## src/rtl/projectile_pool.sv

```systemverilog
// Pool of vertical projectiles: spawns on fire edges, steps each frame, retires on hit/exit/round end.
// Optional build macro PROJ_COOLDOWN_EN adds a frame-based cooldown between accepted spawns.
module projectile_pool #(
    parameter int NUM_SLOTS       = 4,
    parameter int DIR_UP          = 1,
    parameter int STEP            = 4,
    parameter int START_Y         = 440,
    parameter int LIMIT_Y         = 480,
    parameter int COOLDOWN_FRAMES = 8
) (
    input  logic                   clk,
    input  logic                   rst,
    input  logic                   frame,
    input  logic                   fire,
    input  logic [9:0]             spawn_x,
    input  logic [NUM_SLOTS-1:0]   collision,
    input  logic                   done,
    output logic [NUM_SLOTS-1:0]   active,
    output logic [10*NUM_SLOTS-1:0] proj_x,
    output logic [10*NUM_SLOTS-1:0] proj_y,
    output logic                   full,
    output logic                   fired
);

    localparam logic [NUM_SLOTS-1:0] ONE = NUM_SLOTS'(1);

    logic                 fire_q;
    logic                 cool_ok;
    logic                 spawn_ok;
    logic [NUM_SLOTS-1:0] grant;
    logic [NUM_SLOTS-1:0] exits;
    logic [9:0]           y_next [NUM_SLOTS];
    logic [9:0]           y_cur;

    assign full = &active;

    // Lowest clear bit of the registered active vector; slots freed this cycle are not seen.
    assign grant    = ~active & (active + ONE);
    assign spawn_ok = fire & ~fire_q & ~full & ~done & cool_ok;

    // NOTE: every output of a combinational block gets a default before any branch, so no latch is inferred.
    always_comb begin
        exits = '0;
        y_cur = '0;
        for (int i = 0; i < NUM_SLOTS; i++) begin
            y_next[i] = '0;
            y_cur     = proj_y[10*i +: 10];
            if (DIR_UP != 0) begin
                exits[i]  = y_cur < 10'(STEP);
                y_next[i] = y_cur - 10'(STEP);
            end else begin
                exits[i]  = ({1'b0, y_cur} + 11'(STEP)) >= 11'(LIMIT_Y);
                y_next[i] = y_cur + 10'(STEP);
            end
        end
    end

    // NOTE: sequential state uses non-blocking assignments so every register samples pre-edge values.
    always_ff @(posedge clk) begin
        if (rst) begin
            active <= '0;
            proj_x <= '0;
            proj_y <= '0;
            fired  <= 1'b0;
            fire_q <= 1'b0;
        end else begin
            fire_q <= fire;
            fired  <= spawn_ok;
            for (int i = 0; i < NUM_SLOTS; i++) begin
                if (done) begin
                    active[i] <= 1'b0;
                end else if (active[i] && collision[i]) begin
                    active[i] <= 1'b0;
                end else if (spawn_ok && grant[i]) begin
                    active[i]           <= 1'b1;
                    proj_x[10*i +: 10]  <= spawn_x;
                    proj_y[10*i +: 10]  <= 10'(START_Y);
                end else if (active[i] && frame) begin
                    if (exits[i]) begin
                        active[i] <= 1'b0;
                    end else begin
                        proj_y[10*i +: 10] <= y_next[i];
                    end
                end
            end
        end
    end

`ifdef PROJ_COOLDOWN_EN
    localparam int CW = (COOLDOWN_FRAMES > 0) ? $clog2(COOLDOWN_FRAMES + 1) : 1;

    logic [CW-1:0] cooldown;

    assign cool_ok = (cooldown == '0);

    always_ff @(posedge clk) begin
        if (rst) begin
            cooldown <= '0;
        end else if (spawn_ok) begin
            cooldown <= CW'(COOLDOWN_FRAMES);
        end else if (frame && cooldown != '0) begin
            cooldown <= cooldown - 1'b1;
        end
    end
`else
    logic unused_cooldown_cfg;

    assign cool_ok             = 1'b1;
    assign unused_cooldown_cfg = (COOLDOWN_FRAMES != 0);
`endif

endmodule

```

## config.mk

```make
export PLATFORM = sky130hd
export DESIGN_NAME = projectile_pool
export DESIGN_NICKNAME = d
export VERILOG_FILES = /design/src/rtl/projectile_pool.sv
export SDC_FILE = /design/constraint.sdc
export NUM_CORES = 1
export LEC_CHECK = 0
export CORE_MARGIN = 2
export CORE_UTILIZATION = 47
export CTS_BUF_LIST = sky130_fd_sc_hd__clkbuf_4 sky130_fd_sc_hd__clkbuf_8 sky130_fd_sc_hd__clkbuf_16
export DETAILED_ROUTE_END_ITERATION = 6
export PLACE_DENSITY = 0.81
export SLEW_MARGIN = 20
export SYNTH_ARGS = -nofsm -noshare
export SYNTH_HDL_FRONTEND = slang
export SYNTH_SLANG_ARGS = --single-unit
```

## constraint.sdc

```tcl
create_clock -name clk -period 2 [get_ports clk]
set_input_delay 0.5 -clock clk [delete_from_list [all_inputs] [get_ports clk]]
set_output_delay 0.5 -clock clk [all_outputs]
set_load 0.03 [all_outputs]
```

==> impl_metrics.toml <==
[run_status]
status = "completed"

[critical_path]
crit_buf_inv = 1
crit_family = "buffers and inverters"
worstPathCellList = "clkdlybuf4s50_1"
cpPeakStageDelay_ns = 0.70
reg2reg_slack_ns = 0.15
worst-r2r-cell-count = 6
cp-end-kind = "output port"
crit_required_ns = 1.50
r2r-end = "proj_y[28]$_SDFFE_PP0P_"
critPathLaunch = "proj_y[7]$_SDFFE_PP0P_"
rr_startpoint = "proj_y[22]$_SDFFE_PP0P_"
critPathMaxFanout = 6
criticalPathCategory = "flop to output port"
critical_path_depth = 1
crit_slowest_cell = "clkdlybuf4s50_1"
critPathCapture = "proj_y[7]"
startpoint_type = "flop"
arrival_ns = 1.45

[placed_design]
dpl.cell_count = 629
numPortBuffers = 96
place.gp.congestion = 0.8444
dp_hpwl_um = 6924
placed_area_um2 = 4730

[power]
p_per_area_nw_per_um2 = 619.2
power.total_mw = 3.082
ir_drop_v = 0.0005120
p_leak_nw = 2.063

[grt]
track_usage_pct = 24.55
grt_pass1_wl_um = 15440
antenna_found_initial = 0
grt_max_degree = 53
grt-ovfl-total = 0
grt_pass1_vias = 3238

[floorplan]
pin_count = 105
die_area_um2 = 7983
fp.dieW_um = 89.35
fp-row-count = 31
die_h_um = 89.35
start_util_pct = 47.97
fp.coreArea_um2 = 7137

[clocking]
cts_setup_buffers = 0
ctsRootBufferMaster = "clkbuf_8"
clock_path_buffers = 2
postCtsResizedCells = 10
holdBufCountCts = 0
htreeDepth = 3
cts_sinks = 78
cts_buffers = 9
clock_latency_ns = 0.35
path_clk_slew_ns = 0.08
cts_tree = "built"

[final_layout]
fillers = 557
multi_input_area_um2 = 1717
areaGrowthSynthToFinish_pct = 45.39
fin_nets = 564
seq_area_um2 = 1562
drive_gt1_share_pct = 12.64
final_area_um2 = 4977
diodes = 0
fin_cells = 645

[synth]
yosysTopAreaCell = "dfxtp_1"
syn-instance-count = 412
synth_edf_count = 0
synth_ff_type = "dfxtp_1"
synthArstFlopShare_pct = 0
synth_area_um2 = 3423
syn_area_per_cell_um2 = 8.309
yosysSeqAreaShare_pct = 45.61
synthTopCellsByArea = "dfxtp_1 (46%), nand2_1 (9.9%), a21oi_1 (8.0%)"
yosysTopAreaCellShare_pct = 45.61
ys_seq_elements = 78
synth_cell_type_count = 55
yosys_warnings = 0

[sta]
timing.final.hold_violations = 0
relSlewSlack_pct = 66.23
setup_viol = 0
hold-worst-slack_ns = 0.4578
fmaxAchievable_mhz = 511.8
finalMaxSlewViolations = 0
worst_clock_skew_ns = 0.008733
tightestPinTransition_ns = 0.4937
grt_setup_unrepaired = "yes"
fin_tns_setup_ns = 0
timing.final.crit_share_pct = 97.70
fin_crit_ns = 1.954

[route]
drc_errors = 0
routed-via-count = 3553
firstDrtPassIters = 5
drtIter0Drc = 238
drtAntennaViolNets = 0
wire_per_inst_um = 15.01
drt-total-wl_um = 9683
via_per_inst = 5.509

[flow_run]
cap_violations = 0

[worst_hold_path]
hold_class = "flop to flop"
## final cells by class
cell class | count | area share (%)
Sequential cell | 78 | 31.37
Tap cell | 99 | 2.489
Timing Repair Buffer | 138 | 26.45
Multi-Input combinational cell | 299 | 34.49
Clock buffer | 10 | 2.640
Clock inverter | 6 | 1.433
Inverter | 15 | 1.131
## per-layer routing
layer / vias up / global-route usage [%] / part of all wire (%) / wire [um]
met5: - / 0 / 0 / 0
met4: 0 / 8.684 / 2.1 / 200
met3: 16 / 4.340 / 5.4 / 526
met2: 129 / 41.21 / 51 / 4909
met1: 1690 / 31.72 / 42 / 4046
li1: 1718 / - / - / -
## logic make-up (layout without fill, tap and decap cells)
logic type / Yosys count / in the layout / share of synthesized area (%)
AND/OR/NAND/NOR: 183 / 183 / 27.38
AO/OA/AOI/OAI: 98 / 98 / 18.17
flip-flops: 78 / 78 / 45.61
buffers and inverters: 42 / 169 / 5.665
adder cells (fa/ha/maj): 4 / 4 / 1.462
XOR/XNOR: 4 / 4 / 1.024
multiplexers: 2 / 2 / 0.5848
other: 1 / 8 / 0.1095
## stage by stage
step / setup slack [ns] / util, %
after floorplan: 0.09237 / -
after global placement: -0.1756 / 66.27
after detailed placement: -0.2441 / 66.27
after CTS: 0.003786 / 68.93
after global routing: -0.01151 / 69.74
final: 0.04608 / 69.74
## flip-flops by register name (all words and copies together), names as in the netlist
register / count
active: 4
fire_q: 1
fired: 1
proj_x: 40
proj_y: 32
## Yosys cell counts, types with 3 or more instances
| cell type | n |
|---|---|
| and3_1 | 3 |
| nand3_1 | 11 |
| nor4_1 | 4 |
| clkbuf_1 | 13 |
| buf_2 | 5 |
| or4_1 | 4 |
| or3_1 | 8 |
| nand2b_1 | 3 |
| a31oi_1 | 3 |
| nand2_1 | 90 |
| inv_1 | 13 |
| o21a_1 | 3 |
| a311oi_1 | 7 |
| nor3_1 | 20 |
| nor3b_1 | 3 |
| nand4bb_1 | 4 |
| buf_4 | 8 |
| a21oi_1 | 55 |
| nor2_1 | 14 |
| a211oi_1 | 13 |
| ha_1 | 4 |
| dfxtp_1 | 78 |
## placed cells by master (no fill, tap or decap), types with 11 or more instances in the layout
master	count
nand2_1	90
nand3_1	11
a21oi_1	55
nor2_1	14
nor3_1	20
buf_4	41
inv_1	13
dlymetal6s2s_1	14
a211oi_1	13
clkdlybuf4s50_1	70
dfxtp_1	78
## power by group
part | internal, mW | switching (mW) | leakage, nW | total (mW)
Clock | 0.599 | 0.606 | 0.0965 | 1.21
Sequential | 1.57 | 0.0206 | 0.630 | 1.59
Combinational | 0.115 | 0.170 | 1.34 | 0.285
## how the worst min path moves through the flow
stage,endpoint,startpoint,slack [ns],cells after the start
global route,proj_x[2]$_SDFFE_PP0P_,proj_x[2]$_SDFFE_PP0P_,0.48,2
finish,proj_x[30]$_SDFFE_PP0P_,proj_x[30]$_SDFFE_PP0P_,0.46,2
floorplan,fired$_SDFF_PP0_,fire_q$_SDFF_PP0_,0.55,2
global placement,proj_x[33]$_SDFFE_PP0P_,proj_x[33]$_SDFFE_PP0P_,0.44,2
detailed placement,proj_x[32]$_SDFFE_PP0P_,proj_x[32]$_SDFFE_PP0P_,0.45,2
CTS,proj_x[30]$_SDFFE_PP0P_,proj_x[30]$_SDFFE_PP0P_,0.46,2
Power figures use the tool's default switching activity.
